### config.mk
export PLATFORM = sky130hd
export DESIGN_NAME = alu_arb_2ch
export DESIGN_NICKNAME = d
export VERILOG_FILES = /design/src/rtl/alu_pkg.sv /design/src/rtl/rr_arb2.sv /design/src/rtl/alu_arb_2ch.sv
export SDC_FILE = /design/constraint.sdc
export NUM_CORES = 1
export LEC_CHECK = 0
export CELL_PAD_IN_SITES_DETAIL_PLACEMENT = 0
export CELL_PAD_IN_SITES_GLOBAL_PLACEMENT = 1
export CORE_ASPECT_RATIO = 1.4
export CORE_MARGIN = 8
export CORE_UTILIZATION = 30
export CTS_CLUSTER_SIZE = 40
export DETAILED_ROUTE_END_ITERATION = 7
export PLACE_DENSITY_LB_ADDON = 0.1
export SLEW_MARGIN = 10
export SYNTH_ARGS = -nofsm -noshare
export SYNTH_HDL_FRONTEND = slang
export SYNTH_SLANG_ARGS = --single-unit
### constraint.sdc
create_clock -name clk -period 1.75 [get_ports clk]
set_input_delay 0.2625 -clock clk [delete_from_list [all_inputs] [get_ports clk]]
set_output_delay 0.2625 -clock clk [all_outputs]
set_load 0.05 [all_outputs]
### src/rtl/alu_pkg.sv
// Shared ALU opcode constants and arbiter FSM state encoding.
// Used by alu_arb_2ch and by the shared ALU it drives.
package alu_pkg;

    localparam logic [2:0] OP_ADD  = 3'b000;
    localparam logic [2:0] OP_SUB  = 3'b001;
    localparam logic [2:0] OP_AND  = 3'b010;
    localparam logic [2:0] OP_OR   = 3'b011;
    localparam logic [2:0] OP_XOR  = 3'b100;
    localparam logic [2:0] OP_NOT  = 3'b101;
    localparam logic [2:0] OP_RSV0 = 3'b110;
    localparam logic [2:0] OP_RSV1 = 3'b111;

    typedef enum logic [1:0] {
        ST_IDLE  = 2'd0,
        ST_ISSUE = 2'd1,
        ST_CAPT  = 2'd2,
        ST_RESP  = 2'd3
    } state_e;

    function automatic logic op_reserved(input logic [2:0] op);
        return (op == OP_RSV0) || (op == OP_RSV1);
    endfunction

endpackage

### src/rtl/rr_arb2.sv
// Two-requester round-robin grant: a lone request wins,
// on a tie the channel named by prio wins. Grant is one-hot or zero.
module rr_arb2 (
    input  logic [1:0] req,
    input  logic       prio,
    output logic [1:0] grant
);

    always_comb begin
        grant    = 2'b00;
        grant[0] = req[0] & (~req[1] | ~prio);
        grant[1] = req[1] & (~req[0] | prio);
    end

endmodule

### src/rtl/alu_arb_2ch.sv
// Two-channel front end sharing one registered ALU (IDLE/ISSUE/CAPT/RESP).
// Define ALU_ARB_OPCHECK_EN to reject reserved opcodes with rsp_err.
module alu_arb_2ch
    import alu_pkg::*;
#(
    parameter logic RR_INIT = 1'b0
) (
    input  logic        clk,
    input  logic        rst,
    input  logic        req0_valid,
    input  logic        req1_valid,
    output logic        req0_ready,
    output logic        req1_ready,
    input  logic [7:0]  req0_a,
    input  logic [7:0]  req0_b,
    input  logic [7:0]  req1_a,
    input  logic [7:0]  req1_b,
    input  logic [2:0]  req0_op,
    input  logic [2:0]  req1_op,
    output logic [7:0]  alu_a,
    output logic [7:0]  alu_b,
    output logic [2:0]  alu_op,
    input  logic [7:0]  alu_result,
    input  logic        alu_carry,
    input  logic        alu_zero,
    output logic        rsp_valid,
    input  logic        rsp_ready,
    output logic        rsp_id,
    output logic [7:0]  rsp_result,
    output logic        rsp_carry,
    output logic        rsp_zero,
    output logic        rsp_err,
    output logic [15:0] op_count
);

    state_e      state_q, state_d;
    logic        prio_q, prio_d;
    logic        id_q, id_d;
    logic [7:0]  a_q, a_d;
    logic [7:0]  b_q, b_d;
    logic [2:0]  op_q, op_d;
    logic [7:0]  res_q, res_d;
    logic        carry_q, carry_d;
    logic        zero_q, zero_d;
    logic [15:0] op_count_q, op_count_d;
    logic [1:0]  grant;
    logic [1:0]  ready;
    logic [7:0]  sel_a, sel_b;
    logic [2:0]  sel_op;
`ifdef ALU_ARB_OPCHECK_EN
    logic        err_q, err_d;
`endif

    rr_arb2 u_arb (
        .req   ({req1_valid, req0_valid}),
        .prio  (prio_q),
        .grant (grant)
    );

    // Readiness is withheld outside IDLE and while reset is held.
    assign ready      = grant & {2{(state_q == ST_IDLE) & ~rst}};
    assign req0_ready = ready[0];
    assign req1_ready = ready[1];

    assign sel_a  = ready[1] ? req1_a  : req0_a;
    assign sel_b  = ready[1] ? req1_b  : req0_b;
    assign sel_op = ready[1] ? req1_op : req0_op;

    always_comb begin
        state_d    = state_q;
        prio_d     = prio_q;
        id_d       = id_q;
        a_d        = a_q;
        b_d        = b_q;
        op_d       = op_q;
        res_d      = res_q;
        carry_d    = carry_q;
        zero_d     = zero_q;
        op_count_d = op_count_q;
`ifdef ALU_ARB_OPCHECK_EN
        err_d      = err_q;
`endif
        unique case (state_q)
            ST_IDLE: begin
                if (|ready) begin
                    a_d     = sel_a;
                    b_d     = sel_b;
                    op_d    = sel_op;
                    id_d    = ready[1];
                    prio_d  = ~ready[1];
                    state_d = ST_ISSUE;
`ifdef ALU_ARB_OPCHECK_EN
                    if (op_reserved(sel_op)) begin
                        res_d   = 8'h00;
                        carry_d = 1'b0;
                        zero_d  = 1'b1;
                        err_d   = 1'b1;
                        state_d = ST_RESP;
                    end
`endif
                end
            end
            ST_ISSUE: state_d = ST_CAPT;
            ST_CAPT: begin
                res_d   = alu_result;
                carry_d = alu_carry;
                zero_d  = alu_zero;
`ifdef ALU_ARB_OPCHECK_EN
                err_d   = 1'b0;
`endif
                state_d = ST_RESP;
            end
            ST_RESP: begin
                if (rsp_ready) begin
                    op_count_d = op_count_q + 16'd1;
                    state_d    = ST_IDLE;
                end
            end
        endcase
    end

    always_ff @(posedge clk or posedge rst) begin
        if (rst) begin
            state_q    <= ST_IDLE;
            prio_q     <= RR_INIT;
            id_q       <= 1'b0;
            a_q        <= 8'h00;
            b_q        <= 8'h00;
            op_q       <= 3'b000;
            res_q      <= 8'h00;
            carry_q    <= 1'b0;
            zero_q     <= 1'b1;
            op_count_q <= 16'h0000;
`ifdef ALU_ARB_OPCHECK_EN
            err_q      <= 1'b0;
`endif
        end else begin
            state_q    <= state_d;
            prio_q     <= prio_d;
            id_q       <= id_d;
            a_q        <= a_d;
            b_q        <= b_d;
            op_q       <= op_d;
            res_q      <= res_d;
            carry_q    <= carry_d;
            zero_q     <= zero_d;
            op_count_q <= op_count_d;
`ifdef ALU_ARB_OPCHECK_EN
            err_q      <= err_d;
`endif
        end
    end

    assign alu_a      = a_q;
    assign alu_b      = b_q;
    assign alu_op     = op_q;
    assign rsp_valid  = (state_q == ST_RESP);
    assign rsp_id     = id_q;
    assign rsp_result = res_q;
    assign rsp_carry  = carry_q;
    assign rsp_zero   = zero_q;
    assign op_count   = op_count_q;
`ifdef ALU_ARB_OPCHECK_EN
    assign rsp_err    = err_q;
`else
    assign rsp_err    = 1'b0;
`endif

endmodule

==> run_results.csv, run 1 <==
group,metric,value,unit
logic_synthesis,netlist_instances,208,
floorplan,die_y,118,um
power_and_ir_drop,power,6.51,mW
timing,finClkSkew,0.00614,ns
worst_hold_path,min_path_type,"primary input to asynchronous set/reset pin",
floorplan,core_area,7310,um2
global_route,grt_usage,12.6,%
logic_synthesis,synth_compound_area_share,7.88,%
setup_path,worstPathCellList,"inv_2 -> ha_4 -> nor2b_4 -> buf_12 -> nand3_4 -> clkinv_4 -> buf_12",
logic_synthesis,synth_top_family_by_area,"simple AND/OR/NAND/NOR gates",
cells_and_area,final_core_util,48.8,%
placed_design,place_ws,0.0176,ns
logic_synthesis,synth-simple-area-share,17.5,%
setup_path,endpoint_kind,"primary output",
setup_path,cp_max_fo,2,
timing,rsz0062_at_grt,"yes",
timing,setup_tns,-0.0646,ns
placed_design,gp_congestion,0.753,
routing,firstDrtPassIters,4,
setup_path,reg2regPathDepth,10,
timing,fin_crit,1.79,ns
logic_synthesis,synth_xor_area_share,5.87,%
logic_synthesis,ys_seq_area_share,54.8,%
logic_synthesis,synthAdderAreaFrac,2.79,%
cts,cts-root-buf,"clkbuf_8",
cts,clock_latency,0.30,ns
setup_path,reg2reg_from,"state_q[0]",
placed_design,io_buffers,101,
setup_path,setup.worst_path.start,"state_q[0]",
placed_design,hpwlAfterDp,4800,um
power_and_ir_drop,p_clk_share,15.0,%
cts,cts_sinks,49,
job,maxCapViolations,0,
cts,path_clk_slew,0.09,ns
cts,cts_tree,"yes",
cells_and_area,fin_nets,384,
setup_path,worstSetupStartpointType,"flop",
global_route,antenna_found_initial,0,
cts,ctsHtreeMaxLevel,2,
logic_synthesis,ys_ff_latch,49,
floorplan,rows,37,
timing,hold_viol_final,0,
setup_path,crit_cells,7,
timing,holdWs,0.424,ns
setup_path,cp_common_cell,"buf_12",
timing,fmax,560,MHz
power_and_ir_drop,p_switching,2.99,mW
logic_synthesis,synth.distinct_cells,34,
global_route,grt_pass1_wl,10400,um
setup_path,crit_arrival,1.52,ns
setup_path,slowest_stage,"dfrtp_1",
floorplan,die_area,10500,um2
logic_synthesis,synthArstFlopShare,100,%
routing,drt_iter0_markers,42,
routing,remaining_drc_errors,0,
logic_synthesis,avgSynthCellArea,10.8,um2
routing,detail_route.wl_per_cell,14.7,um
placed_design,dp_cells,410,
timing,setup_violations,2,
power_and_ir_drop,p_leak,1.61,nW
power_and_ir_drop,peakVddDrop,0.893,mV
cts,holdBufCountCts,0,
power_and_ir_drop,power.internal,3.52,mW
floorplan,die_x,89.0,um
setup_path,required,1.49,ns
setup_path,critPathTopFamily,"buffers and inverters",
run_status,violations,"negative setup slack",
logic_synthesis,synth_enable_flop_cells,0,
setup_path,worst-path-buf-inv,4,
floorplan,ioPinCount,103,
cells_and_area,syn_to_final_growth,59.4,%
power_and_ir_drop,pwr-share-comb,56.2,%
timing,timing.final.ws_setup,-0.0360,ns
power_and_ir_drop,swShare,45.9,%
setup_path,slowest_delay,0.41,ns
global_route,grt_max_degree,38,
cells_and_area,diodes,0,
cells_and_area,finalInstanceArea,3570,um2
setup_path,worstSetupPathType,"flop to primary output",
run_status,outcome,"complete, but fails checks",
power_and_ir_drop,seqPwrFrac,28.9,%
timing,slew_viol_final,0,
placed_design,dpl_cell_area,3350,um2
logic_synthesis,synth_fp_nets,266,
logic_synthesis,yosys-mux-area-fraction,6.65,%
routing,ant_nets,0,
cells_and_area,drive_above_1_share,31.8,%
routing,vias_per_cell,4.50,
power_and_ir_drop,p_per_area,1820,nW/um2
routing,drt-total-wl,6220,um
logic_synthesis,yosysWarnings,0,
logic_synthesis,syn_area,2240,um2
cells_and_area,final_cells,424,
global_route,overflow,0,
global_route,grt_pass1_vias,2096,
floorplan,start_util,30.6,%
logic_synthesis,ys.flop_type,"dfrtp_1",
timing,post-route-period-util,102,%
cts,cts_buffer_depth,2,
routing,route.vias.total,1907,
cts,cts_buffers,5,
[flip-flops by register name, indices dropped and copies added, names as in the netlist]
name and count:
op_count 16, alu_a 8, alu_b 8, rsp_result 8, alu_op 3, state_q 2, prio_q 1, rsp_carry 1
rsp_id 1, rsp_zero 1
[routing by layer]
| layer | up-vias | wire length, um | GRT usage (%) |
|---|---|---|---|
| met2 | 82 | 3160 | 21.2 |
| met5 | - | 0 | 0 |
| met4 | 0 | 165 | 5.02 |
| li1 | 927 | - | - |
| met1 | 887 | 2260 | 13.3 |
| met3 | 11 | 626 | 5.34 |
[cell usage after synthesis (3+ instances only)]
library cell,instances,area [um2]
a31oi_1,17,106
buf_2,3,15.0
buf_4,5,37.5
dfrtp_1,48,1200
ha_1,5,62.6
inv_1,7,26.3
mux2_2,11,124
nand2_1,41,154
nand3_1,6,30.0
nand4_1,4,25.0
nor2_1,21,78.8
xnor2_1,12,105
xor2_1,3,26.3
[worst reg2reg max path, delay by kind of cell (launching register included)]
| kind | cells | cell delay, ns |
|---|---|---|
| AO/OA/AOI/OAI | 1 | 0.16 |
| flip-flops | 1 | 0.41 |
| adder cells (fa/ha/maj) | 1 | 0.13 |
| buffers and inverters | 5 | 0.58 |
| AND/OR/NAND/NOR | 3 | 0.32 |
[power groups by stage]
stage / logic, mW / registers (mW) / clock network, mW
floorplan: 1.03 / 3.25 / 0
global placement: 3.57 / 1.90 / 0
detailed placement: 3.59 / 1.90 / 0
CTS: 3.69 / 1.89 / 1.02
global route: 3.88 / 1.95 / 1.07
finish: 3.66 / 1.88 / 0.976
[worst paths after layout]
check,end,slack [ns]
setup / recovery,req1_ready,-0.04
hold / removal,op_count[0],0.42
setup reg to reg,alu_b[6],0.08
hold reg to reg,op_count[15],0.49
max in group asynchronous,rsp_zero,1.07
min in group clk,op_count[15],0.49
[cell usage in the layout, fill, tap and decap left out, drive strengths merged, types with 3 or more instances in the layout]
| cell | Yosys | layout |
|---|---|---|
| dfrtp | 48 | 48 |
| inv | 8 | 8 |
| xor2 | 3 | 3 |
| ha | 5 | 5 |
| nand3 | 7 | 7 |
| nor2 | 22 | 22 |
| mux2 | 12 | 12 |
| clkdlybuf4s50 | 0 | 52 |
| buf | 9 | 68 |
| nand2 | 42 | 42 |
| nand4 | 4 | 4 |
| clkbuf | 0 | 5 |
| a31oi | 17 | 17 |
| xnor2 | 12 | 12 |
| nor2b | 3 | 3 |
[what timing repair did]
| action | in CTS | in global routing |
|---|---|---|
| gates resized for setup | 8 | 1 |
| endpoints found under the setup margin | 2 | 2 |
| buffers inserted | 4 | 2 |
| pin swaps | 1 | 2 |
[cells by family after synthesis]
kind of cell,after synthesis
compound gates,24
xor+xnor,15
fa+ha+maj,5
buf+inv,17
flops,49
mux,13
other cells,1
simple gates,84
[final cells by class]
| type | instances | area, um2 |
|---|---|---|
| Sequential cell | 49 | 1230 |
| Tap cell | 97 | 121 |
| Multi-Input combinational cell | 142 | 943 |
| Inverter | 8 | 35.0 |
| Fill cell | 718 | 3740 |
| Clock buffer | 5 | 68.8 |
| Clock inverter | 3 | 68.8 |
| Timing Repair Buffer | 120 | 1110 |
No activity file was read; power rests on OpenSTA's default activity.
==> run 2: changes to the inputs <==
- CELL_PAD_IN_SITES_DETAIL_PLACEMENT: 0 -> not set
- CELL_PAD_IN_SITES_GLOBAL_PLACEMENT: 1 -> not set
- CORE_UTILIZATION: 30 -> 35
- PLACE_DENSITY: not set -> 0.7
- PLACE_DENSITY_LB_ADDON: 0.1 -> not set
==> run 2 against run 1 <==
The run still ends with negative setup slack left. Clock skew up 0.0017 ns. Cell area down 2.3%. Combinational power about the same. Die area down 12%. Sequential cell count unchanged. Sequential power about the same. Final cell count down 5.7%. Via count down 1.7%. Critical path type unchanged. Critical endpoint is now req0_ready. Highest routed layer unchanged.
==> run_results.csv, run 2 (synthesized netlist as in run 1, its figures left out) <==
group,metric,value,unit
power_and_ir_drop,p_per_area,1770,nW/um2
job,maxCapViolations,0,
cells_and_area,syn_to_final_growth,55.7,%
routing,vias_per_cell,4.69,
setup_path,setup.worst_path.start,"state_q[1]",
setup_path,worst-path-buf-inv,2,
setup_path,critPathTopFamily,"flip-flops",
floorplan,core_area,6210,um2
timing,fmax,558,MHz
timing,post-route-period-util,102,%
floorplan,rows,34,
setup_path,crit_arrival,1.53,ns
cts,cts_buffer_depth,2,
power_and_ir_drop,power,6.16,mW
timing,maxSlewHeadroom,65.8,%
cts,holdBufCountCts,0,
setup_path,worstSetupPathType,"flop to primary output",
floorplan,die_y,111,um
global_route,grt_pass1_wl,9900,um
routing,remaining_drc_errors,0,
cells_and_area,diodes,0,
routing,drt-total-wl,5820,um
floorplan,start_util,36.1,%
setup_path,rrSetupSlack,0.10,ns
cells_and_area,drive_above_1_share,31.1,%
setup_path,reg2regPathDepth,5,
placed_design,gp_congestion,0.765,
global_route,grt_max_degree,29,
setup_path,r2r_end,"rsp_result[5]",
placed_design,hpwlAfterDp,4540,um
placed_design,io_buffers,101,
cells_and_area,fin_nets,385,
run_status,outcome,"complete, but fails checks",
setup_path,slowest_stage,"dfrtp_1",
power_and_ir_drop,peakVddDrop,0.757,mV
setup_path,worstSetupStartpointType,"flop",
placed_design,dpl_cell_area,3310,um2
floorplan,die_area,9250,um2
global_route,grt_pass1_vias,2003,
cts,cts_buffers,5,
setup_path,endpoint_kind,"primary output",
setup_path,crit_cells,6,
global_route,antenna_found_initial,0,
floorplan,die_x,83.6,um
timing,slew_viol_final,0,
cts,cts_sinks,49,
setup_path,required,1.49,ns
timing,max_slew.worst_pin.slew,0.511,ns
setup_path,slowest_delay,0.41,ns
power_and_ir_drop,p_leak,1.60,nW
cells_and_area,final_cells,400,
timing,timing.final.ws_setup,-0.0416,ns
routing,detail_route.wl_per_cell,14.5,um
run_status,violations,"negative setup slack",
setup_path,endpoint,"req0_ready",
cts,cts-root-buf,"clkbuf_8",
cts,cts_tree,"yes",
routing,route.vias.total,1874,
setup_path,worstPathCellList,"inv_2 -> ha_4 -> nor2b_4 -> nand2_2 -> a21oi_4 -> buf_12",
cts,clock_latency,0.30,ns
cells_and_area,final_cell_mix,"buf_4 (62), clkdlybuf4s50_1 (52), dfrtp_1 (48)",
worst_hold_path,min_path_type,"primary input to asynchronous set/reset pin",
routing,drt_iter0_markers,51,
routing,ant_nets,0,
setup_path,reg2reg_from,"state_q[0]",
placed_design,dp_cells,383,
timing,setup_violations,1,
floorplan,ioPinCount,103,
routing,firstDrtPassIters,4,
global_route,grt_usage,12.8,%
cells_and_area,largest_reg_flops,16,
cells_and_area,final_common_cell,"buf_4",
cells_and_area,final_core_util,56.1,%
cells_and_area,finalInstanceArea,3490,um2
timing,fin_crit,1.79,ns
timing,rsz0062_at_grt,"yes",
setup_path,cp_max_fo,3,
cts,path_clk_slew,0.09,ns
cts,ctsHtreeMaxLevel,2,
timing,finClkSkew,0.00788,ns
timing,hold_viol_final,0,
global_route,overflow,0,
[run 2: how the worst min path moves through the flow]
stage,startpoint,slack (ns),to,cells after the start
floorplan,req1_a[7],0.41,alu_a[7],1
global placement,op_count[15],0.47,op_count[15],1
detailed placement,op_count[15],0.47,op_count[15],1
CTS,rst,0.42,state_q[0],3
global route,rst,0.46,state_q[0],3
finish,rst,0.42,state_q[0],3
[run 2: power by group]
part,internal (mW),switching (mW)
logic,1.36,2.29
registers,1.58,0.276
clock network,0.278,0.371
total,3.22,2.94
[run 2: what timing repair did]
item,4_1_cts,5_1_grt
resized for setup,7,2
buffers inserted,5,4
pin swaps,1,0
endpoints found under the setup margin,2,4
[run 2: worst register-to-register path: cells and delay by family (launching register included)]
family,cells,cell delay (ns)
buffers and inverters,3,0.29
flip-flops,1,0.39
multiplexers,1,0.39
adder cells (fa/ha/maj),1,0.46
[run 2: through the flow]
stage | hold slack (ns) | setup TNS (ns) | setup slack [ns]
after detailed placement | 0.470 | 0 | 0.0516
after global routing | 0.457 | -0.143 | -0.121
after global placement | 0.471 | 0 | 0.0851
after floorplan | 0.408 | 0 | 0.000868
after CTS | 0.421 | -0.0531 | -0.0531
final | 0.420 | -0.0416 | -0.0416
[run 2: layer usage]
layer,part of all wire [%],track usage [%]
met1,39,13.8
met2,51,21.9
met3,8.7,5.59
met4,1.1,3.47
met5,0,0
[run 2: layout make-up]
type	instances	area [um2]
Clock inverter	2	10.0
Timing Repair Buffer	121	1110
Inverter	8	32.5
Multi-Input combinational cell	142	943
Sequential cell	49	1230
Fill cell	540	2720
Tap cell	72	90.1
Clock buffer	6	72.6
